$ cat src/rtl/mem_bus_pkg.sv
// Shared types and widths for the memory bus controller.
package mem_bus_pkg;

  localparam int MEM_ADDR_W = 8;
  localparam int MEM_DATA_W = 16;

  // Controller sequence: IDLE -> (WAIT) -> ACCESS -> RESP -> IDLE
  typedef enum logic [1:0] {
    ST_IDLE   = 2'd0,
    ST_WAIT   = 2'd1,
    ST_ACCESS = 2'd2,
    ST_RESP   = 2'd3
  } state_e;

  // Kind of the transaction captured in IDLE
  typedef enum logic [1:0] {
    KIND_I_RD = 2'd0,
    KIND_D_RD = 2'd1,
    KIND_D_WR = 2'd2
  } kind_e;

endpackage

$ cat src/rtl/mem_wait_cnt.sv
// 3-bit wait-state down-counter: load, decrement, zero flag.
module mem_wait_cnt (
  input  logic       clk,
  input  logic       rst,
  input  logic       load,
  input  logic [2:0] load_val,
  input  logic       dec,
  output logic       zero
);

  logic [2:0] cnt_q, cnt_d;

  // Next count: load wins over decrement; saturate at zero
  always_comb begin
    // NOTE: every always_comb output gets a default first so no path leaves it unassigned (no latch).
    cnt_d = cnt_q;
    if (load) begin
      cnt_d = load_val;
    end else if (dec && (cnt_q != 3'd0)) begin
      cnt_d = cnt_q - 3'd1;
    end
  end

  // Count register
  always_ff @(posedge clk or posedge rst) begin
    // NOTE: sequential state uses non-blocking assignments so all flops update together at the edge.
    if (rst) cnt_q <= 3'd0;
    else     cnt_q <= cnt_d;
  end

  assign zero = (cnt_q == 3'd0);

endmodule

$ cat src/rtl/mem_bus_ctrl.sv
// Memory bus controller: arbitrates instruction and data requests onto a
// single synchronous RAM port. Wait states are enabled by macro
// MEM_BUS_WAIT_EN; without it the controller runs with zero wait states.
module mem_bus_ctrl
  import mem_bus_pkg::*;
#(
  parameter int unsigned WAIT_CYCLES = 1
) (
  input  logic                  clk,
  input  logic                  reset,
  input  logic [MEM_ADDR_W-1:0] i_addr_bus,
  input  logic                  signal_read_I_mem,
  input  logic [MEM_ADDR_W-1:0] d_addr_bus,
  input  logic                  signal_read_D_mem,
  input  logic                  signal_write_D_mem,
  input  logic [MEM_DATA_W-1:0] d_wdata,
  output logic [MEM_DATA_W-1:0] i_rdata,
  output logic                  i_valid,
  output logic [MEM_DATA_W-1:0] d_rdata,
  output logic                  d_valid,
  output logic                  busy,
  output logic                  ram_en,
  output logic                  ram_we,
  output logic [MEM_ADDR_W-1:0] ram_addr,
  output logic [MEM_DATA_W-1:0] ram_wdata,
  input  logic [MEM_DATA_W-1:0] ram_rdata
);

`ifdef MEM_BUS_WAIT_EN
  localparam int unsigned WAIT_EFF = WAIT_CYCLES;
`else
  // Wait states disabled in this build: WAIT_CYCLES has no effect.
  localparam int unsigned WAIT_EFF = WAIT_CYCLES * 0;
`endif
  // Counter is loaded with WAIT_EFF-1 so the zero flag marks the last WAIT cycle
  localparam logic [2:0] WAIT_LOAD = (WAIT_EFF == 0) ? 3'd0 : 3'(WAIT_EFF - 1);

  state_e                state_q, state_d;
  kind_e                 kind_q, kind_d;
  logic [MEM_ADDR_W-1:0] addr_q, addr_d;
  logic [MEM_DATA_W-1:0] wdata_q, wdata_d;
  logic                  pend_q, pend_d;
  logic [MEM_ADDR_W-1:0] pend_addr_q, pend_addr_d;
  logic [MEM_DATA_W-1:0] i_rdata_q, i_rdata_d;
  logic [MEM_DATA_W-1:0] d_rdata_q, d_rdata_d;
  logic                  i_valid_q, i_valid_d;
  logic                  d_valid_q, d_valid_d;
  logic                  take;
  logic                  cnt_load, cnt_dec, cnt_zero;

  mem_wait_cnt u_wait_cnt (
    .clk      (clk),
    .rst      (reset),
    .load     (cnt_load),
    .load_val (WAIT_LOAD),
    .dec      (cnt_dec),
    .zero     (cnt_zero)
  );

  // Next-state, request capture and response logic
  always_comb begin
    state_d     = state_q;
    kind_d      = kind_q;
    addr_d      = addr_q;
    wdata_d     = wdata_q;
    pend_d      = pend_q;
    pend_addr_d = pend_addr_q;
    i_rdata_d   = i_rdata_q;
    d_rdata_d   = d_rdata_q;
    i_valid_d   = 1'b0;
    d_valid_d   = 1'b0;
    take        = 1'b0;
    cnt_load    = 1'b0;
    cnt_dec     = 1'b0;

    case (state_q)
      ST_IDLE: begin
        if (pend_q) begin
          // A deferred fetch goes first, even if the I request has dropped
          kind_d = KIND_I_RD;
          addr_d = pend_addr_q;
          pend_d = 1'b0;
          take   = 1'b1;
        end else if (signal_write_D_mem || signal_read_D_mem) begin
          // Data wins; a write masks a simultaneous read
          kind_d  = signal_write_D_mem ? KIND_D_WR : KIND_D_RD;
          addr_d  = d_addr_bus;
          wdata_d = d_wdata;
          take    = 1'b1;
          if (signal_read_I_mem) begin
            pend_d      = 1'b1;
            pend_addr_d = i_addr_bus;
          end
        end else if (signal_read_I_mem) begin
          kind_d = KIND_I_RD;
          addr_d = i_addr_bus;
          take   = 1'b1;
        end

        if (take) begin
          if (WAIT_EFF != 0) begin
            state_d  = ST_WAIT;
            cnt_load = 1'b1;
          end else begin
            state_d  = ST_ACCESS;
          end
        end
      end

      ST_WAIT: begin
        cnt_dec = 1'b1;
        if (cnt_zero) state_d = ST_ACCESS;
      end

      ST_ACCESS: state_d = ST_RESP;

      ST_RESP: begin
        // RAM data is valid now; register it and pulse the matching valid
        state_d = ST_IDLE;
        if (kind_q == KIND_I_RD) begin
          i_valid_d = 1'b1;
          i_rdata_d = ram_rdata;
        end else begin
          d_valid_d = 1'b1;
          if (kind_q == KIND_D_RD) d_rdata_d = ram_rdata;
        end
      end

      default: state_d = ST_IDLE;
    endcase
  end

  // State and datapath registers; reset aborts any access in flight
  always_ff @(posedge clk or posedge reset) begin
    if (reset) begin
      state_q     <= ST_IDLE;
      kind_q      <= KIND_I_RD;
      addr_q      <= '0;
      wdata_q     <= '0;
      pend_q      <= 1'b0;
      pend_addr_q <= '0;
      i_rdata_q   <= '0;
      d_rdata_q   <= '0;
      i_valid_q   <= 1'b0;
      d_valid_q   <= 1'b0;
    end else begin
      state_q     <= state_d;
      kind_q      <= kind_d;
      addr_q      <= addr_d;
      wdata_q     <= wdata_d;
      pend_q      <= pend_d;
      pend_addr_q <= pend_addr_d;
      i_rdata_q   <= i_rdata_d;
      d_rdata_q   <= d_rdata_d;
      i_valid_q   <= i_valid_d;
      d_valid_q   <= d_valid_d;
    end
  end

  assign ram_en    = (state_q == ST_ACCESS);
  assign ram_we    = ram_en && (kind_q == KIND_D_WR);
  assign ram_addr  = addr_q;
  assign ram_wdata = wdata_q;
  assign busy      = (state_q != ST_IDLE) || pend_q;
  assign i_rdata   = i_rdata_q;
  assign d_rdata   = d_rdata_q;
  assign i_valid   = i_valid_q;
  assign d_valid   = d_valid_q;

endmodule

$ cat config.mk
export PLATFORM = sky130hd
export DESIGN_NAME = mem_bus_ctrl
export DESIGN_NICKNAME = d
export VERILOG_FILES = /design/src/rtl/mem_bus_pkg.sv /design/src/rtl/mem_wait_cnt.sv /design/src/rtl/mem_bus_ctrl.sv
export SDC_FILE = /design/constraint.sdc
export NUM_CORES = 1
export LEC_CHECK = 0
export CAP_MARGIN = 15
export CORE_UTILIZATION = 50
export CTS_CLUSTER_DIAMETER = 120
export CTS_CLUSTER_SIZE = 12
export DETAILED_ROUTE_END_ITERATION = 8
export DONT_BUFFER_PORTS = 1
export GPL_TIMING_DRIVEN = 0
export PLACE_DENSITY = 0.68
export SLEW_MARGIN = 15
export SYNTH_ARGS = -nofsm -noshare
export SYNTH_HDL_FRONTEND = slang
export SYNTH_HIERARCHICAL = 1
export SYNTH_SLANG_ARGS = --single-unit
$ cat constraint.sdc
create_clock -name clk -period 2.3 [get_ports clk]
set_input_delay 0.575 -clock clk [delete_from_list [all_inputs] [get_ports clk]]
set_output_delay 0.575 -clock clk [all_outputs]
set_load 0.01 [all_outputs]
==> impl_metrics.json <==
{
  "fmax_mhz": 487,
  "leakage_nw": 1.53,
  "ant_nets": 0,
  "cap_viol_max_count": 0,
  "vias": 1802,
  "fp.dieH_um": 82.2,
  "start_util_pct": 53.0,
  "cp_max_fo": 6,
  "cts_buffers": 9,
  "yosysUniqueCellTypes": 35,
  "cp.arrival_ps": 1480,
  "wirelength_um": 5920,
  "clk_pin_slew_ps": 70,
  "cp_slowest_stage_delay_ps": 480,
  "hold_buffers": 1,
  "max_slew_margin_pct": 62.7,
  "dp_hpwl_um": 4270,
  "diodes": 0,
  "seq_area_frac_synth_pct": 57.6,
  "routabilityCongestion": 0.678,
  "wl_per_cell_um": 18.4,
  "startpoint_type": "register",
  "async_reset_ff_share_pct": 100,
  "grtUsageTotal_pct": 18.7,
  "netlist_area_um2": 3210,
  "cts_sinks": 74,
  "vdd_ir_drop_max_mv": 0.892,
  "slew_violations": 0,
  "synthCells": 224,
  "grt_max_degree": 33,
  "rsz0062_at_grt": "false",
  "synth_seq_cells": 74,
  "overflow": 0,
  "htree_levels": 3,
  "yosysTopAreaCellShare_pct": 57.6,
  "fin_hold_ws_ps": 77.8,
  "cp-end-kind": "output port",
  "cts_tree": "done",
  "tightest_slew_ps": 555,
  "path_cells": "inv_1 -> nor2_1 -> and3b_1",
  "cts_buffer_depth": 2,
  "critical_path_class": "register to output port",
  "antenna_found_initial": 0,
  "timing.rr.start": "pend_q$_DFFE_PP0P_",
  "r2r-end": "kind_q[1]$_DFFE_PP0P_",
  "hold_viol_final": 0,
  "grt_pass1_wl_um": 9110,
  "synthTopCellsByArea": "dfrtp_1 58%, mux2_2 20%, o31ai_2 2.7%",
  "grt_pass1_vias": 1881,
  "synth.largest_area_cell": "dfrtp_1",
  "slowest_stage": "dfrtp_1",
  "worstSkewPairLatency_ps": 340,
  "post-cts-setup-buffers": 0,
  "n_fill_cell": 499,
  "hold_class": "input pin to asynchronous set/reset pin",
  "fin_crit_sh_pct": 89.3,
  "synth_edf_count": 0,
  "cts_root_buf": "clkbuf_8",
  "core-area_um2": 6060,
  "yosys_most_used_dff": "dfrtp_1",
  "tns_ps": 0,
  "r2r_slack_ps": 600,
  "layout-drive-gt1-share_pct": 40.7,
  "drt_iter0_markers": 69,
  "worst_ep_required_time_ps": 1730,
  "syn2layout_area_growth_pct": 11.7,
  "report.final.setup_viol": 0,
  "firstDrtPassIters": 4,
  "finalClockSkew_ps": 8.84,
  "yosysWarnings": 6,
  "status": "completed",
  "worstSetupEndpoint": "ram_we",
  "reg2reg_depth": 5,
  "final_nets": 296,
  "p_per_area_nw_per_um2": 1460,
  "row_count": 28,
  "via_per_inst": 5.61,
  "period_minus_slack_ps": 2050,
  "die_width_um": 82.2,
  "pin_count": 114,
  "drc": 0,
  "startpoint": "state_q[1]$_DFFE_PP0P_",
  "die_area_um2": 6750,
  "port_buffers": 0,
  "cts_resized": 0,
  "syn_avg_cell_area_um2": 14.3
}
[worst max-delay path: cells and delay by family (launching register included)]
| family | cells | cell delay, ps |
|---|---|---|
| simple gates | 2 | 580 |
| buf+inv | 1 | 90 |
| flops | 1 | 480 |
[layout make-up]
cell class	instances	area (um^2)	area share, %
flip-flops and latches	74	1850	51.6
repair buffers	3	50.0	1.39
multi-input cells	133	1260	35.1
plain buffers	11	80.1	2.23
inverters	9	37.5	1.05
clock buffers	10	128	3.55
clock inverters	6	90.1	2.51
well taps	75	93.8	2.61
[synthesized netlist by cell type, drive strengths merged, types with 2 or more instances]
master  number
inv          9
clkbuf       2
a21o         3
nor4b        3
ha           2
nor2b       10
or2          2
o31ai        8
o21ai        9
mux2        56
nor3         2
buf          9
and3b        2
a221o        3
dfrtp       74
o21a         8
nor2         4
and2b        2
a211oi       8
[routing by layer]
| metal | share of wire (%) | up-vias | global-route usage [%] |
|---|---|---|---|
| li1 | - | 834 | - |
| met1 | 41 | 887 | 22.0 |
| met2 | 49 | 71 | 30.2 |
| met3 | 8.3 | 10 | 7.03 |
| met4 | 1.9 | 0 | 8.77 |
| met5 | 0 | - | 0 |
[metrics by stage]
step / utilization (%) / cell area [um^2] / total power [mW] / instances / setup WS, ps
4_1_cts: 59.2 / 3590 / 5.33 / 321 / 215
6_report: 59.2 / 3590 / 5.24 / 321 / 246
5_1_grt: 59.2 / 3590 / 5.60 / 321 / 100
3_5_place_dp: 55.5 / 3360 / 4.22 / 304 / 446
2_1_floorplan: - / 3230 / 3.86 / 227 / 647
3_3_place_gp: 54.8 / 3320 / 4.14 / 302 / 476
[flip-flops by register name, summed over array words and instances, names as in the netlist]
name              count
i_valid               1
pend_addr_q           8
i_rdata              16
state_q               2
ram_wdata            16
u_wait_cnt/cnt_q      3
kind_q                2
ram_addr              8
pend_q                1
d_rdata              16
d_valid               1
[kinds of logic (layout without fill, tap and decap cells)]
family / after synthesis / after routing / synth area share [%]
DFF: 74 / 74 / 57.6
muxes: 56 / 56 / 19.6
AOI/OAI and AO/OA: 42 / 42 / 11.1
and+or+nand+nor: 29 / 29 / 7.28
buffers and inverters: 20 / 39 / 3.54
adders and majority gates: 2 / 2 / 0.778
other: 1 / 4 / 0.117
[layout by cell type, fill, tap and decap left out, types with 2 or more instances in the layout]
cell type	instances
nor2_1	3
clkbuf_1	3
nor2b_1	10
conb_1	4
clkinvlp_4	2
buf_6	4
ha_1	2
and3b_1	2
a211oi_1	8
bufinv_16	2
mux2_2	56
dfrtp_1	74
o21a_1	8
a221o_1	3
o31ai_2	7
nor3_4	2
o21ai_0	8
clkbuf_8	9
buf_2	4
nor4b_1	3
buf_12	2
a21o_1	2
inv_1	8
[where the power goes]
group | switching (mW) | internal, mW | leakage (nW)
sequential | 0.698 | 1.96 | 0.882
clock | 0.475 | 0.615 | 0.107
combinational | 0.627 | 0.864 | 0.544
total | 1.80 | 3.44 | 1.53
[how the worst min path moves through the flow]
stage,end,cells after the start,slack (ps)
floorplan,u_wait_cnt/cnt_q[0]$_DFFE_PP0P_,1,330
global placement,u_wait_cnt/cnt_q[1]$_DFFE_PP0P_,1,340
detailed placement,u_wait_cnt/cnt_q[0]$_DFFE_PP0P_,1,340
CTS,d_rdata[11]$_DFFE_PP0P_,1,70
global route,d_valid$_DFF_PP0_,1,80
finish,state_q[1]$_DFFE_PP0P_,1,80
No activity file was read; power rests on OpenSTA's default activity.
==> RTL change 1: new RTL, same settings <==
`i_rdata_q` no longer has a reset.
--- a/src/rtl/mem_bus_ctrl.sv
+++ b/src/rtl/mem_bus_ctrl.sv
@@ -141,3 +141,2 @@
       pend_addr_q <= '0;
-      i_rdata_q   <= '0;
       d_rdata_q   <= '0;
@@ -152,3 +151,2 @@
       pend_addr_q <= pend_addr_d;
-      i_rdata_q   <= i_rdata_d;
       d_rdata_q   <= d_rdata_d;
@@ -157,2 +155,6 @@
     end
+  end
+
+  always_ff @(posedge clk) begin
+    i_rdata_q <= i_rdata_d;
   end
Formal check against the unedited RTL: differs if reset is asserted again (counterexample within 4 cycles, from zero or initial values and one cycle with reset high); with reset held inactive, the same outputs for 4 cycles.
==> RTL change 1 against the unedited design <==
- sequential share of layout area is 4.0 points higher
- synthesized area decreased by 3.2%
- total power fell by 5.0%
- setup slack lost 0.057 ns
- routed wire length grew 2.7%
- clock skew barely moved
- global-route usage grew 0.58 points
- design area decreased by 3.1%
- non-clock buffer count fell by 1
- critical path depth unchanged
- sequential cell count is the same
==> RTL change 1: results (changes against the unedited design) <==
stage	metric	value	unit	change
layout	Non-CTS buffers	13		was 14
power	LEAKAGE	0.001456	uW	was 0.001533 uW
drt	initial drt markers	58		was 69
timing	Layout Skew	0.008899	ns	was 0.008845 ns
power	pwr/cell area	1430	nW/um^2	was 1459 nW/um^2
cts	Num CTS Buffers	9		unchanged
layout	Final nets	279		was 296
critical_path	reg-to-reg endpoint	pend_addr_q[0]$_DFFE_PP0P_		was kind_q[1]$_DFFE_PP0P_
cts	Clock Tree Buf Depth	2		unchanged
layout	#MultiIn Comb	117		was 133
timing	FMAX	473.8	MHz	was 486.8 MHz
layout	layout cells sized above 1	36.68	%	was 40.65%
layout	Signal buf overhead	3.489	%	was 3.624%
placed_design	pre-CTS setup slack	0.4721	ns	was 0.4456 ns
synthesis	commonest cells in the netlist	58 x dfrtp_1, 40 x mux2_2, 16 x edfxtp_1		was 74 x dfrtp_1, 56 x mux2_2, 10 x nor2b_1
placed_design	RePlAce Congestion	0.6800		was 0.6776
global_routing	largest net degree at the start of global routing	33		unchanged
synthesis	library cells used by synthesis	38		was 35
synthesis	number of synthesized flops with an enable pin	16		was 0
synthesis	post-synthesis instance total	207		was 224
global_routing	GRT Total Usage	19.32	%	was 18.74%
layout	register area	1932	um^2	was 1852 um^2
cts	clock-pin slew on the worst setup and hold paths	0.08	ns	
layout	ClkCell Share	6.223	%	was 6.063%
global_routing	antenna violations before repair	0		unchanged
cts	Gates resized, CTS repair	0		unchanged
critical_path	Arr. time, crit path	1.54	ns	was 1.48 ns
status	status	finished clean		unchanged
cts	Post-CTS Hold Fix Bufs	1		unchanged
synthesis	async set-reset flop share out of synthesis	78.38	%	was 100.0%
layout	Non-Filler Instances	304		was 321
placed_design	IO Port Bufs	0		unchanged
timing	Min Hold Slack	0.1645	ns	was 0.07785 ns
placed_design	Post-DP HPWL	4480	um	was 4274 um
cts	postcts setup bufs	0		unchanged
synthesis	ys flop type	dfrtp_1		unchanged
critical_path	R2R Setup Slk	0.55	ns	was 0.60 ns
synthesis	Syn. warnings	6		unchanged
critical_path	r2r startpoint	pend_q$_DFFE_PP0P_		unchanged
timing	Worst slew margin	63.95	%	was 62.75%
drt	final WL	6075	um	was 5915 um
layout	multi-input combinational area share	31.08	%	was 35.09%
global_routing	first-pass GRT wire length	9321	um	was 9114 um
critical_path	Crit-path slowest cell	dfrtp_1		unchanged
cts	worst skew pair latency	0.33	ns	
layout	fill count	493		was 499
layout	# diodes	0		unchanged
placed_design	Placed Area	3252	um^2	was 3363 um^2
synthesis	Yosys reg bits	74		unchanged
cts	root buf cell	clkbuf_8		unchanged
synthesis	Seq/Total Area, Yosys	62.11	%	was 57.61%
global_routing	vias in the first global route	1909		was 1881
synthesis	Area contributors post-synth	dfrtp_1 47%, edfxtp_1 15%, mux2_2 14%		was dfrtp_1 58%, mux2_2 20%, o31ai_2 2.7%
layout	Non-CTS inverters	9		unchanged
worst_hold_path	hold crit path type	in -> async		unchanged
power	worst ir drop on vdd	0.6613	mV	was 0.8920 mV
placed_design	placed cell count	287		was 304
drt	via count	1726		was 1802
cts	H-tree depth	3		unchanged
-- RTL change 1: changes by cell type in the layout (fill, tap and decap cells not counted), sizes merged, moves of 2 or more --
| cell | change |
|---|---|
| and2b | +5 |
| clkbuf | -2 |
| mux2 | -16 |
| edfxtp | +16 |
| dfrtp | -16 |
| nor2b | -5 |
-- RTL change 1: logic make-up (layout without fill, tap and decap cells) --
kind of cell	count (synthesis)	after routing	synth area share, %
and+or+nand+nor	29	29	7.362
buffers and inverters	19	38	3.660
DFF	74	74	62.11
muxes	40	40	14.48
other	1	4	0.1206
adders and majority gates	2	2	0.8044
AOI/OAI and AO/OA	42	42	11.46
-- RTL change 1: per-layer routing --
metal  track usage (%)  wire [um]  vias to the layer above
met4             7.500         74                        0
met5                 0          0                        -
li1                  -          -                      788
met1             22.95       2383                      847
met2             32.61       3093                       82
met3             6.067        523                        9
-- RTL change 1: report_power, final --
part / internal (uW) / total [uW] / switching, uW
Sequential: 1950 / 2560 / 614
Combinational: 717 / 1330 / 617
Clock: 609 / 1070 / 466
==> RTL change 2: new RTL, same settings <==
Without the edit above. Set the package constant `MEM_DATA_W` to 32 (it was 16).
--- a/src/rtl/mem_bus_pkg.sv
+++ b/src/rtl/mem_bus_pkg.sv
@@ -4,3 +4,3 @@
   localparam int MEM_ADDR_W = 8;
-  localparam int MEM_DATA_W = 16;
+  localparam int MEM_DATA_W = 32;
 
Interface: changed (5 resized); port bits go from 114 to 194. No check against the original RTL was run, so the function may have changed too.
==> RTL change 2 against the unedited design <==
- routed wire length up 68%
- design area increased by 64%
- highest routed layer unchanged
- setup slack worse by 0.095 ns
- total power increased by 80%
- clock skew shrank 0.0033 ns
- core utilization is 1.3 points higher
- count of clock-buffer cells in the layout grew 9
- synthesized area increased by 56%
- sequential cell count increased by 48
==> RTL change 2: results (changes against the unedited design) <==
stage	metric	value	unit	change
layout	Finished Core Util	60.58	%	was 59.25%
critical_path	reg-to-reg endpoint	i_rdata[13]$_DFFE_PP0P_		was kind_q[1]$_DFFE_PP0P_
layout	CLK BUF	19		was 10
power	LEAKAGE	0.002529	uW	was 0.001533 uW
layout	Non-CTS inverters	9		unchanged
layout	layout cells sized above 1	45.92	%	was 40.65%
drt	M1 WL	3822	um	was 2411 um
drt	final WL	9950	um	was 5915 um
power	seq pwr	4480	uW	was 2660 uW
layout	# diodes	0		unchanged
global_routing	vias in the first global route	2937		was 1881
synthesis	Area contributors post-synth	dfrtp_1 61%, mux2_2 23%, buf_6 1.8%		was dfrtp_1 58%, mux2_2 20%, o31ai_2 2.7%
critical_path	Arr. time, crit path	1.57	ns	was 1.48 ns
cts	clock-pin slew on the worst setup and hold paths	0.06	ns	
global_routing	GR Util met2	30.98	%	was 30.25%
power	worst ir drop on vdd	0.7477	mV	was 0.8920 mV
power	Power, Total	9435	uW	was 5237 uW
placed_design	RePlAce Congestion	0.7814		was 0.6776
critical_path	CP peak stage delay	0.35	ns	was 0.48 ns
placed_design	pre-CTS setup slack	0.4941	ns	was 0.4456 ns
cts	H-tree depth	4		was 3
layout	#MultiIn Comb	182		was 133
synthesis	synthesized area	5004	um^2	was 3214 um^2
layout	Final nets	442		was 296
drt	WL met3	1069	um	was 488 um
synthesis	Seq/Total Area, Yosys	61.02	%	was 57.61%
global_routing	first-pass GRT wire length	15030	um	was 9114 um
timing	crit share post-route	93.43	%	was 89.31%
global_routing	met3 usage	8.208	%	was 7.033%
synthesis	post-synthesis instance total	328		was 224
layout	Non-CTS buffers	23		was 14
global_routing	met1 GRT Util	22.54	%	was 22.05%
power	Int Pwr	6304	uW	was 3438 uW
cts	worst skew pair latency	0.51	ns	was 0.34 ns
layout	Signal buf overhead	4.160	%	was 3.624%
critical_path	CP endpoint	ram_we		unchanged
drt	via count	2780		was 1802
global_routing	largest net degree at the start of global routing	34		was 33
cts	Gates resized, CTS repair	1		was 0
placed_design	placed cell count	468		was 304
timing	Worst slew margin	64.45	%	was 62.75%
layout	fill count	753		was 499
worst_hold_path	hold crit path type	in -> reg		was in -> async
critical_path	crit path max fanout	8		was 6
layout	register area	3053	um^2	was 1852 um^2
cts	Num CTS Buffers	17		was 9
cts	root buf cell	clkbuf_8		unchanged
critical_path	r2r startpoint	state_q[0]$_DFFE_PP0P_		was pend_q$_DFFE_PP0P_
placed_design	Post-DP HPWL	7250	um	was 4274 um
synthesis	commonest cells in the netlist	122 x dfrtp_1, 101 x mux2_2, 10 x nor2b_1		was 74 x dfrtp_1, 56 x mux2_2, 10 x nor2b_1
placed_design	Placed Area	5280	um^2	was 3363 um^2
power	Comb pwr share	24.5	%	was 28.5%
timing	Layout Skew	0.005568	ns	was 0.008845 ns
layout	multi-input combinational area share	30.42	%	was 35.09%
status	status	finished clean		unchanged
synthesis	Yosys reg bits	122		was 74
drt	DR WL/cell	19.86	um	was 18.43 um
layout	ClkCell Share	10.17	%	was 6.063%
global_routing	GRT Total Usage	19.45	%	was 18.74%
-- RTL change 2: worst min-delay path by stage --
stage / cells past startpoint / slack, ns / to
6_report: 1 / 0.20 / i_rdata[9]$_DFFE_PP0P_
5_1_grt: 1 / 0.18 / i_rdata[9]$_DFFE_PP0P_
4_1_cts: 1 / 0.18 / i_rdata[9]$_DFFE_PP0P_
3_5_place_dp: 1 / 0.35 / u_wait_cnt/cnt_q[0]$_DFFE_PP0P_
3_3_place_gp: 1 / 0.34 / u_wait_cnt/cnt_q[0]$_DFFE_PP0P_
2_1_floorplan: 1 / 0.33 / u_wait_cnt/cnt_q[0]$_DFFE_PP0P_
-- RTL change 2: kinds of logic after synthesis --
family	share of synthesized area, %
compound gates	6.727
fa+ha+maj	0.5000
buf+inv	3.476
flops	61.02
mux	23.41
other cells	0.07495
simple gates	4.801
